### config.mk
export PLATFORM = sky130hd
export DESIGN_NAME = fwd_hazard_scoreboard_flat
export DESIGN_NICKNAME = d
export VERILOG_FILES = /design/src/rtl/riscv_pipe_pkg.sv /design/src/rtl/fwd_hazard_scoreboard_if.sv /design/src/rtl/fwd_dep_tracker.sv /design/src/rtl/fwd_hazard_scoreboard.sv /design/src/flat_wrapper.sv
export SDC_FILE = /design/constraint.sdc
export NUM_CORES = 1
export LEC_CHECK = 0
export ABC_AREA = 1
export CAP_MARGIN = 10
export CORE_UTILIZATION = 50
export DETAILED_ROUTE_END_ITERATION = 10
export HOLD_SLACK_MARGIN = 0.15
export PLACE_DENSITY = 0.87
export SKIP_LAST_GASP = 1
export SLEW_MARGIN = 20
export SYNTH_ARGS = -nofsm -noshare
export SYNTH_HDL_FRONTEND = slang
export SYNTH_SLANG_ARGS = --single-unit
### constraint.sdc
create_clock -name clk -period 3.45 [get_ports clk]
set_input_delay 0.5175 -clock clk [delete_from_list [all_inputs] [get_ports clk]]
set_output_delay 0.5175 -clock clk [all_outputs]
set_load 0.05 [all_outputs]
### src/rtl/riscv_pipe_pkg.sv
// Shared pipeline definitions: forwarding-tap encodings, dependency-tracker flag record and select-width helper.
package riscv_pipe_pkg;

  localparam int FWD_RF    = 0;
  localparam int FWD_EXMEM = 1;
  localparam int FWD_MEMWB = 2;

  typedef struct packed {
    logic valid;
    logic regwrite;
    logic is_load;
  } trk_flags_t;

  function automatic int sel_w(input int num_fwd);
    return $clog2(num_fwd + 1);
  endfunction

endpackage

### src/rtl/fwd_hazard_scoreboard_if.sv
// ID-side request and EX-side forwarding/stall signals of the hazard scoreboard.
interface fwd_hazard_scoreboard_if #(
  parameter int REG_AW  = 5,
  parameter int NUM_SRC = 2,
  parameter int NUM_FWD = 2,
  parameter int CNT_W   = 32
);
  import riscv_pipe_pkg::*;

  localparam int SELW = sel_w(NUM_FWD);

  logic                      id_valid;
  logic [NUM_SRC*REG_AW-1:0] id_rs;
  logic [NUM_SRC-1:0]        id_rs_used;
  logic [REG_AW-1:0]         id_rd;
  logic                      id_regwrite;
  logic                      id_is_load;
  logic                      pipe_stall;
  logic                      flush;
  logic                      hazard_stall;
  logic                      ex_valid;
  logic [NUM_SRC*SELW-1:0]   ex_fwd_sel;
  logic [CNT_W-1:0]          load_use_cnt;

  modport master (
    output id_valid, id_rs, id_rs_used, id_rd, id_regwrite, id_is_load, pipe_stall, flush,
    input  hazard_stall, ex_valid, ex_fwd_sel, load_use_cnt
  );

  modport slave (
    input  id_valid, id_rs, id_rs_used, id_rd, id_regwrite, id_is_load, pipe_stall, flush,
    output hazard_stall, ex_valid, ex_fwd_sel, load_use_cnt
  );

endinterface

### src/rtl/fwd_dep_tracker.sv
// Shift register of in-flight register writers; entry 0 is the instruction in EX, the last entry the oldest tap.
module fwd_dep_tracker
  import riscv_pipe_pkg::*;
#(
  parameter int REG_AW  = 5,
  parameter int NUM_FWD = 2
) (
  input  logic                      clk,
  input  logic                      rst,
  input  logic                      hold,
  input  logic                      bubble,
  input  logic                      in_valid,
  input  logic [REG_AW-1:0]         in_rd,
  input  logic                      in_regwrite,
  input  logic                      in_is_load,
  output logic [NUM_FWD-1:0]        e_valid,
  output logic [NUM_FWD*REG_AW-1:0] e_rd,
  output logic [NUM_FWD-1:0]        e_regwrite,
  output logic [NUM_FWD-1:0]        e_is_load
);

  trk_flags_t        flags_q [NUM_FWD];
  logic [REG_AW-1:0] rd_q    [NUM_FWD];
  trk_flags_t        in_flags;

  // x0 writers are never recorded as producers
  always_comb begin
    in_flags = '0;
    if (!bubble) begin
      in_flags.valid    = in_valid;
      in_flags.regwrite = in_valid & in_regwrite & (in_rd != '0);
      in_flags.is_load  = in_valid & in_is_load;
    end
  end

  always_ff @(posedge clk) begin
    if (rst) begin
      for (int j = 0; j < NUM_FWD; j++) flags_q[j] <= '0;
    end else if (!hold) begin
      flags_q[0] <= in_flags;
      for (int j = 1; j < NUM_FWD; j++) flags_q[j] <= flags_q[j-1];
    end
  end

  always_ff @(posedge clk) begin
    if (!hold) begin
      rd_q[0] <= in_rd;
      for (int j = 1; j < NUM_FWD; j++) rd_q[j] <= rd_q[j-1];
    end
  end

  always_comb begin
    for (int j = 0; j < NUM_FWD; j++) begin
      e_valid[j]                  = flags_q[j].valid;
      e_regwrite[j]               = flags_q[j].regwrite;
      e_is_load[j]                = flags_q[j].is_load;
      e_rd[j*REG_AW +: REG_AW]    = rd_q[j];
    end
  end

endmodule

### src/rtl/fwd_hazard_scoreboard.sv
// Decides EX operand forwarding in ID, registers it alongside the instruction, and raises load-use stalls.
module fwd_hazard_scoreboard
  import riscv_pipe_pkg::*;
#(
  parameter int REG_AW       = 5,
  parameter int NUM_SRC      = 2,
  parameter int NUM_FWD      = 2,
  parameter int LOAD_MIN_SEL = 2,
  parameter int CNT_W        = 32
) (
  input logic                    clk,
  input logic                    rst,
  fwd_hazard_scoreboard_if.slave bus
);

  localparam int SELW = sel_w(NUM_FWD);

  logic [NUM_FWD-1:0]        e_valid;
  logic [NUM_FWD*REG_AW-1:0] e_rd;
  logic [NUM_FWD-1:0]        e_regwrite;
  logic [NUM_FWD-1:0]        e_is_load;

  logic [NUM_SRC*SELW-1:0]   sel_p0;
  logic [NUM_SRC-1:0]        src_hz_p0;
  logic                      hz_p0;
  logic                      vld_p1;
  logic [NUM_SRC*SELW-1:0]   fwd_sel_p1;
  logic [CNT_W-1:0]          cnt_q;

  function automatic logic [CNT_W-1:0] sat_inc(input logic [CNT_W-1:0] v);
    return (&v) ? v : v + 1'b1;
  endfunction

  fwd_dep_tracker #(
    .REG_AW  (REG_AW),
    .NUM_FWD (NUM_FWD)
  ) u_tracker (
    .clk         (clk),
    .rst         (rst),
    .hold        (bus.pipe_stall),
    .bubble      (bus.flush | hz_p0),
    .in_valid    (bus.id_valid),
    .in_rd       (bus.id_rd),
    .in_regwrite (bus.id_regwrite),
    .in_is_load  (bus.id_is_load),
    .e_valid     (e_valid),
    .e_rd        (e_rd),
    .e_regwrite  (e_regwrite),
    .e_is_load   (e_is_load)
  );

  // p0 (ID): scan oldest to youngest so the youngest matching producer overrides
  always_comb begin
    sel_p0    = '0;
    src_hz_p0 = '0;
    for (int i = 0; i < NUM_SRC; i++) begin
      sel_p0[i*SELW +: SELW] = SELW'(FWD_RF);
      for (int j = NUM_FWD - 1; j >= 0; j--) begin
        if (bus.id_valid && bus.id_rs_used[i] &&
            (bus.id_rs[i*REG_AW +: REG_AW] != '0) &&
            e_valid[j] && e_regwrite[j] &&
            (e_rd[j*REG_AW +: REG_AW] == bus.id_rs[i*REG_AW +: REG_AW])) begin
          sel_p0[i*SELW +: SELW] = SELW'(j + 1);
          src_hz_p0[i]           = e_is_load[j] && ((j + 1) < LOAD_MIN_SEL);
        end
      end
    end
    hz_p0 = (|src_hz_p0) & ~bus.flush;
  end

  // p1 (EX): selects and valid travel with the instruction into EX
  always_ff @(posedge clk) begin
    if (rst) begin
      vld_p1     <= 1'b0;
      fwd_sel_p1 <= '0;
      cnt_q      <= '0;
    end else if (!bus.pipe_stall) begin
      if (bus.flush || hz_p0) begin
        vld_p1     <= 1'b0;
        fwd_sel_p1 <= '0;
        if (hz_p0) cnt_q <= sat_inc(cnt_q);
      end else begin
        vld_p1     <= bus.id_valid;
        fwd_sel_p1 <= sel_p0;
      end
    end
  end

  assign bus.hazard_stall = hz_p0;
  assign bus.ex_valid     = vld_p1;
  assign bus.ex_fwd_sel   = fwd_sel_p1;
  assign bus.load_use_cnt = cnt_q;

endmodule

### src/flat_wrapper.sv
// flat-port wrapper written by rule: the top's interface ports become plain ports
module fwd_hazard_scoreboard_flat import riscv_pipe_pkg::*;
#(
  parameter int REG_AW       = 5,
  parameter int NUM_SRC      = 2,
  parameter int NUM_FWD      = 2,
  parameter int LOAD_MIN_SEL = 2,
  parameter int CNT_W        = 32
)
  (clk, rst, bus_id_valid, bus_id_rs, bus_id_rs_used, bus_id_rd, bus_id_regwrite, bus_id_is_load, bus_pipe_stall, bus_flush, bus_hazard_stall, bus_ex_valid, bus_ex_fwd_sel, bus_load_use_cnt);
  fwd_hazard_scoreboard_if #(.REG_AW(REG_AW), .NUM_SRC(NUM_SRC), .NUM_FWD(NUM_FWD), .CNT_W(CNT_W)) bus_i ();
  input logic clk;
  input logic rst;
  input wire logic [$bits(bus_i.id_valid)-1:0] bus_id_valid;
  input wire logic [$bits(bus_i.id_rs)-1:0] bus_id_rs;
  input wire logic [$bits(bus_i.id_rs_used)-1:0] bus_id_rs_used;
  input wire logic [$bits(bus_i.id_rd)-1:0] bus_id_rd;
  input wire logic [$bits(bus_i.id_regwrite)-1:0] bus_id_regwrite;
  input wire logic [$bits(bus_i.id_is_load)-1:0] bus_id_is_load;
  input wire logic [$bits(bus_i.pipe_stall)-1:0] bus_pipe_stall;
  input wire logic [$bits(bus_i.flush)-1:0] bus_flush;
  output wire logic [$bits(bus_i.hazard_stall)-1:0] bus_hazard_stall;
  output wire logic [$bits(bus_i.ex_valid)-1:0] bus_ex_valid;
  output wire logic [$bits(bus_i.ex_fwd_sel)-1:0] bus_ex_fwd_sel;
  output wire logic [$bits(bus_i.load_use_cnt)-1:0] bus_load_use_cnt;
  assign bus_i.id_valid = bus_id_valid;
  assign bus_i.id_rs = bus_id_rs;
  assign bus_i.id_rs_used = bus_id_rs_used;
  assign bus_i.id_rd = bus_id_rd;
  assign bus_i.id_regwrite = bus_id_regwrite;
  assign bus_i.id_is_load = bus_id_is_load;
  assign bus_i.pipe_stall = bus_pipe_stall;
  assign bus_i.flush = bus_flush;
  assign bus_hazard_stall = bus_i.hazard_stall;
  assign bus_ex_valid = bus_i.ex_valid;
  assign bus_ex_fwd_sel = bus_i.ex_fwd_sel;
  assign bus_load_use_cnt = bus_i.load_use_cnt;
  fwd_hazard_scoreboard #(.REG_AW(REG_AW), .NUM_SRC(NUM_SRC), .NUM_FWD(NUM_FWD), .LOAD_MIN_SEL(LOAD_MIN_SEL), .CNT_W(CNT_W)) u_core (.clk(clk), .rst(rst), .bus(bus_i));
endmodule
# == Yosys cells after proc, flatten, opt, wreduce, memory -nomap -nowiden ==
# Memory sizes are Yosys's and may differ from the RTL's.
# Cells that the tools add are included.
# totals
latch_bits,0
register_bits,37
ramBits,16
romBits,0
memories,2
output_inout_bits,38
# memory_table
memory,depth,width,read_ports,rd_clocked_by_memory_dff,write_ports,line_no,source
u_core.u_tracker.rd_q,2,5,2,0,2,fwd_dep_tracker.sv:23,logic [REG_AW-1:0] rd_q [NUM_FWD];
u_core.u_tracker.flags_q,2,3,2,0,2,fwd_dep_tracker.sv:22,trk_flags_t flags_q [NUM_FWD];
# op_classes
addsub,1
order_cmp,0
reduce_logical,23
mul,0
shifts,0
n_eq_ne,4
muxes,16
bitwise_logic,10
div_mod_pow,0
# op_table
cell,n
$add 32x1->32 const B,1
$reduce_and 32->1,1
$eq 5x5->1,4
$logic_and 1x1->1,16
$reduce_bool 5->1,3
$mux 3,3
$mux 1,8
$mux 2,4
$and 1x1->1,4
$mux 4,1
$reduce_and 4->1,1
$not 1->1,3
$or 1x1->1,3
$reduce_or 2->1,1
$logic_or 1x1->1,1

# == Depth between registers and ports, before layout ==
# logic_depth
word_depth,11
mapped_depth,11
depth_no_buf,11

# == Hierarchy ==
# A second synthesis with hierarchy kept.
# hier_totals
hier_cells,521
area_unflattened_um2,3418.3
# by_module_without_submodules
module,area_each_um2,n_inst,cells_per_inst
fwd_hazard_scoreboard,2832.7,1,478
fwd_dep_tracker,585.6,1,43

# == Worst setup path before layout ==
# No wires, ideal clock.
# synth_timing
path_type,input-to-output
start,input bus_id_rs[6]
end,output bus_hazard_stall
arrival_time_ns,1.631
t_required_ns,2.932
slack_ns,1.301
path_stages,8
path_cell_list,inv_1 -> nor2_1 -> nor3_1 -> nand4_1 -> nand2_1 -> buf_2 -> nand2_1 -> inv_1
# synth_between
elab_chain_cells,8
elab_cells_between_ends,9
# synth_lines
item,line_no,source
"start, declared",flat_wrapper.sv:15,input wire logic [$bits(bus_i.id_rs)-1:0] bus_id_rs;
$reduce_bool 5->1,fwd_hazard_scoreboard.sv:60,(bus.id_rs[i*REG_AW +: REG_AW] != '0) &&
$logic_and 1x1->1,fwd_hazard_scoreboard.sv:59,if (bus.id_valid && bus.id_rs_used[i] &&
$logic_and 1x1->1,fwd_hazard_scoreboard.sv:60,
$logic_and 1x1->1,fwd_hazard_scoreboard.sv:61,e_valid[j] && e_regwrite[j] &&
$logic_and 1x1->1 (*),fwd_hazard_scoreboard.sv:61,
$mux 1 (*),fwd_hazard_scoreboard.sv:59,
$reduce_or 2->1 (*),fwd_hazard_scoreboard.sv:68,hz_p0 = (|src_hz_p0) & ~bus.flush;
$and 1x1->1 (*),fwd_hazard_scoreboard.sv:68,
"end, declared",flat_wrapper.sv:22,output wire logic [$bits(bus_i.hazard_stall)-1:0] bus_hazard_stall;
# Mark *: on every way between the ends. The rest lies on a longest branch, timed or not.

# == Worst setup path in the final report ==
# layout_timing
start,input bus_id_rs[1]
end,output bus_hazard_stall
# The elaborated chain is that of the path after synthesis.

==> impl_metrics.csv <==
group,metric,value,unit
yosys,synthCells,495,
yosys,syn_avg_cell_area,6.82,sq um
flow_run,drv_cap,0,
drt,route.vias.total,3443,
die,die_h,84.2,um
critical_path,cp.arrival,2140,ps
clocking,cts_buffer_depth,2,
timing,rsz_0062_raised_after_global_routing,"no",
place,gp_congestion,0.882,
yosys,synthTopCellsByArea,"sky130_fd_sc_hd__dfxtp_1 22%, sky130_fd_sc_hd__nand2_1 19%, sky130_fd_sc_hd__edfxtp_1 13%, sky130_fd_sc_hd__nor2_1 8.2%, sky130_fd_sc_hd__nand4_1 5.9%",
min_path,holdCritStartpoint,"u_core.bus.ex_fwd_sel[1]$_SDFFE_PP0N_",
yosys,syn_nets,520,
critical_path,timing.rr.start,"u_core.bus.load_use_cnt[0]$_SDFFE_PP0P_",
die,floorplan.io_pins,62,
global_route,first_global_vias,3107,
critical_path,cp.buffers_inverters,4,
die,chipWidth,84.2,um
cells_and_area,most_frequent_cells_in_the_layout,"167 x sky130_fd_sc_hd__nand2_1, 74 x sky130_fd_sc_hd__nor2_1, 60 x sky130_fd_sc_hd__clkdlybuf4s50_1",
cells_and_area,post-route-util,0.641,
run_status,run_status,"finished, violations left",
global_route,gr-usage-all-layers,0.262,
global_route,antenna_violations_before_repair,0,
yosys,synth_top_area_share,0.219,
critical_path,crit-reg2reg-capture,"u_core.bus.load_use_cnt[0]$_SDFFE_PP0P_",
critical_path,timing.critical_path.to_type,"output port",
critical_path,depth_of_the_worst_register_to_register_path,9,
yosys,synth.yosys.seq_area_share,0.353,
drt,drtAntennaViolNets,0,
drt,viasPerCell,5.47,
timing,totalNegativeSetupSlack,0,ps
timing,report.final.hold_viol_count,0,
power_and_ir_drop,power_leakage,1.59,nW
critical_path,regToRegSetupSlack,1250,ps
timing,layout_setup_ws,793,ps
run_status,failing_checks,"design-rule violations",
timing,period_share,0.770,
cells_and_area,antenna_cells_inserted,0,
timing,tightest_slew,699,ps
critical_path,timing.critical_path.slowest_stage_cell,"sky130_fd_sc_hd__clkdlybuf4s50_1",
power_and_ir_drop,irDropWorstVdd,199,uV
cells_and_area,design.final.nets,576,
critical_path,path_max_fanout,4,
timing,slew_headroom,0.533,
drt,drtPass1Iterations,8,
place,post-dp-hpwl,6710,um
clocking,tritoncts_clock_tree,"built",
power_and_ir_drop,power_switching,0.306,mW
yosys,yosysWarningCount,0,
timing,setup_viol,0,
timing,period_needed,2660,ps
die,initial_utilization,0.526,
power_and_ir_drop,switching_share,0.267,
yosys,synth-seq-cells,52,
global_route,grt_max_degree,34,
critical_path,path_cells,"clkdlybuf4s50_1, inv_1, nand2_1, nand2_1, nor2_1, nand2_1, nor2_1, nand3_1, nand2_1, nand2_1, inv_1, buf_12",
power_and_ir_drop,internal_power,0.840,mW
die,die_area,0.00708,sq mm
timing,fin_worst_hold_slack,486,ps
drt,post-route-drc-count,10,
global_route,globalRoute.totalOverflow,0,
min_path,worstHoldPathCells,2,
power_and_ir_drop,power.density,278,mW/mm^2
cells_and_area,layout.cells.most_common,"sky130_fd_sc_hd__nand2_1",
clocking,cts.repair.resized,0,
timing,timing.clock.skew,5.20,ps
cells_and_area,area_delta_synth_final,22.0,%
timing,final-max-slew-violation-count,0,
clocking,h_tree_level_count,2,
power_and_ir_drop,power.clock.fraction,0.327,
drt,wl,9070,um
min_path,timing.hold.worst_endpoint,"u_core.bus.ex_fwd_sel[1]$_SDFFE_PP0N_",
global_route,grt_pass1_wl,14800,um
critical_path,cp_required,2930,ps
critical_path,startpoint_class,"primary input",
power_and_ir_drop,pwr-share-seq,0.572,
clocking,clkLatencyLatePin,310,ps
critical_path,critPathMaxStageDelay,550,ps
critical_path,cp_top_family,"buffers and inverters",
min_path,hp-class,"flip-flop to flip-flop",
critical_path,worst-setup-path-type,"primary input to output port",
clocking,postCtsHoldBufs,0,
place,port_buffers,61,
yosys,yosys_top_cell_by_area,"sky130_fd_sc_hd__dfxtp_1",
clocking,root_buffer,"sky130_fd_sc_hd__clkbuf_8",
die,core-area,0.00642,sq mm
cells_and_area,layout-drive-gt1-share,0.0779,
power_and_ir_drop,total_power,1.15,mW
drt,first_iteration_detailed_routing_drc_count,263,
clocking,cts_setup_buffers,0,
yosys,post_synth_num_cell_types,33,
clocking,tritoncts.num_buffers,5,
drt,wire_per_inst,14.4,um
critical_path,crit_path_frequent_cell,"sky130_fd_sc_hd__nand2_1",
place,placement.setup.worst_slack,737,ps
clocking,clock_sinks,52,
power_and_ir_drop,pwr-share-comb,0.101,
die,row_count,29,
clocking,post_cts_clock_slew_at_the_launch_and_capture_registers_of_the_worst_setup_and_hold_paths,100,ps
timing,highest_clock_rate,376,MHz
yosys,syn-cell-area,0.00338,sq mm
[flip-flops by register name (all words and copies together) (netlist names)]
name and flops:
u_core.bus.load_use_cnt 32, u_core.bus.ex_valid 1, u_core.u_tracker.rd_q 10, u_core.bus.ex_fwd_sel 4, u_core.u_tracker.flags_q 5
[metrics by stage]
step | instance area (sq um) | std cells
finish | 4120 | 629
global placement | 4020 | 621
CTS | 4120 | 629
global route | 4120 | 629
floorplan | 3380 | 495
detailed placement | 4020 | 621
[worst max-delay path by stage]
stage	from	to	slack [ps]	cells after the start
6_report	bus_id_rs[1]	bus_hazard_stall	790	12
5_1_grt	bus_id_rs[2]	bus_hazard_stall	670	12
4_1_cts	bus_id_rs[2]	bus_hazard_stall	810	12
3_5_place_dp	bus_id_rs[7]	u_core.bus.load_use_cnt[0]$_SDFFE_PP0P_	740	10
3_3_place_gp	bus_id_rs[7]	u_core.bus.load_use_cnt[0]$_SDFFE_PP0P_	790	10
2_1_floorplan	bus_id_rs[6]	bus_hazard_stall	1300	8
[power by group through the flow]
stage	registers, mW	clock network [mW]	logic (mW)
floorplan	0.666	0	0.0643
global placement	0.669	0	0.112
detailed placement	0.670	0	0.114
CTS	0.655	0.375	0.115
global route	0.657	0.407	0.128
finish	0.656	0.375	0.116
[worst min-delay path, delay by kind of cell (launching register included)]
kind | cells | cell delay (ps)
flip-flops | 1 | 330
AND/OR/NAND/NOR | 2 | 120
[cell usage after synthesis]
master	count
sky130_fd_sc_hd__a21oi_1	21
sky130_fd_sc_hd__a21oi_2	10
sky130_fd_sc_hd__a21oi_4	1
sky130_fd_sc_hd__a31oi_1	1
sky130_fd_sc_hd__buf_1	2
sky130_fd_sc_hd__buf_2	4
sky130_fd_sc_hd__buf_4	1
sky130_fd_sc_hd__buf_6	4
sky130_fd_sc_hd__clkbuf_1	5
sky130_fd_sc_hd__clkinv_1	1
sky130_fd_sc_hd__dfxtp_1	37
sky130_fd_sc_hd__edfxtp_1	15
sky130_fd_sc_hd__ha_1	1
sky130_fd_sc_hd__inv_1	36
sky130_fd_sc_hd__inv_2	1
sky130_fd_sc_hd__nand2_1	167
sky130_fd_sc_hd__nand2_2	10
sky130_fd_sc_hd__nand2_4	1
sky130_fd_sc_hd__nand3_1	18
sky130_fd_sc_hd__nand3b_1	16
sky130_fd_sc_hd__nand4_1	32
sky130_fd_sc_hd__nand4_4	1
sky130_fd_sc_hd__nor2_1	74
sky130_fd_sc_hd__nor2_2	3
sky130_fd_sc_hd__nor2_4	1
sky130_fd_sc_hd__nor2_8	1
sky130_fd_sc_hd__nor3_1	2
sky130_fd_sc_hd__nor4_1	1
sky130_fd_sc_hd__o21ai_0	1
sky130_fd_sc_hd__o41ai_1	1
sky130_fd_sc_hd__or2_2	1
sky130_fd_sc_hd__xnor2_1	10
sky130_fd_sc_hd__xor2_1	15
[area by class of cell]
cell class                 instances  area (sq um)
timing repair buffer              65           651
inverter                          38           143
multi-input combinational        389          1940
sequential                        52          1190
tap                               77          96.3
fill                             583          2300
clock buffer                       5          68.8
clock inverter                     3          26.3
[logic make-up after synthesis]
group | synth area share
buffers and inverters | 0.0715
flip-flops | 0.353
AND/OR/NAND/NOR | 0.439
adder cells (fa/ha/maj) | 0.00371
XOR/XNOR | 0.0649
AO/OA/AOI/OAI | 0.0678
[per-layer routing]
| layer | global-route usage | wire, um |
|---|---|---|
| met5 | 0 | 0 |
| met4 | 0.0533 | 80 |
| met3 | 0.0364 | 684 |
| met2 | 0.420 | 4000 |
| met1 | 0.379 | 4310 |
(Power assumes the default switching activity.)
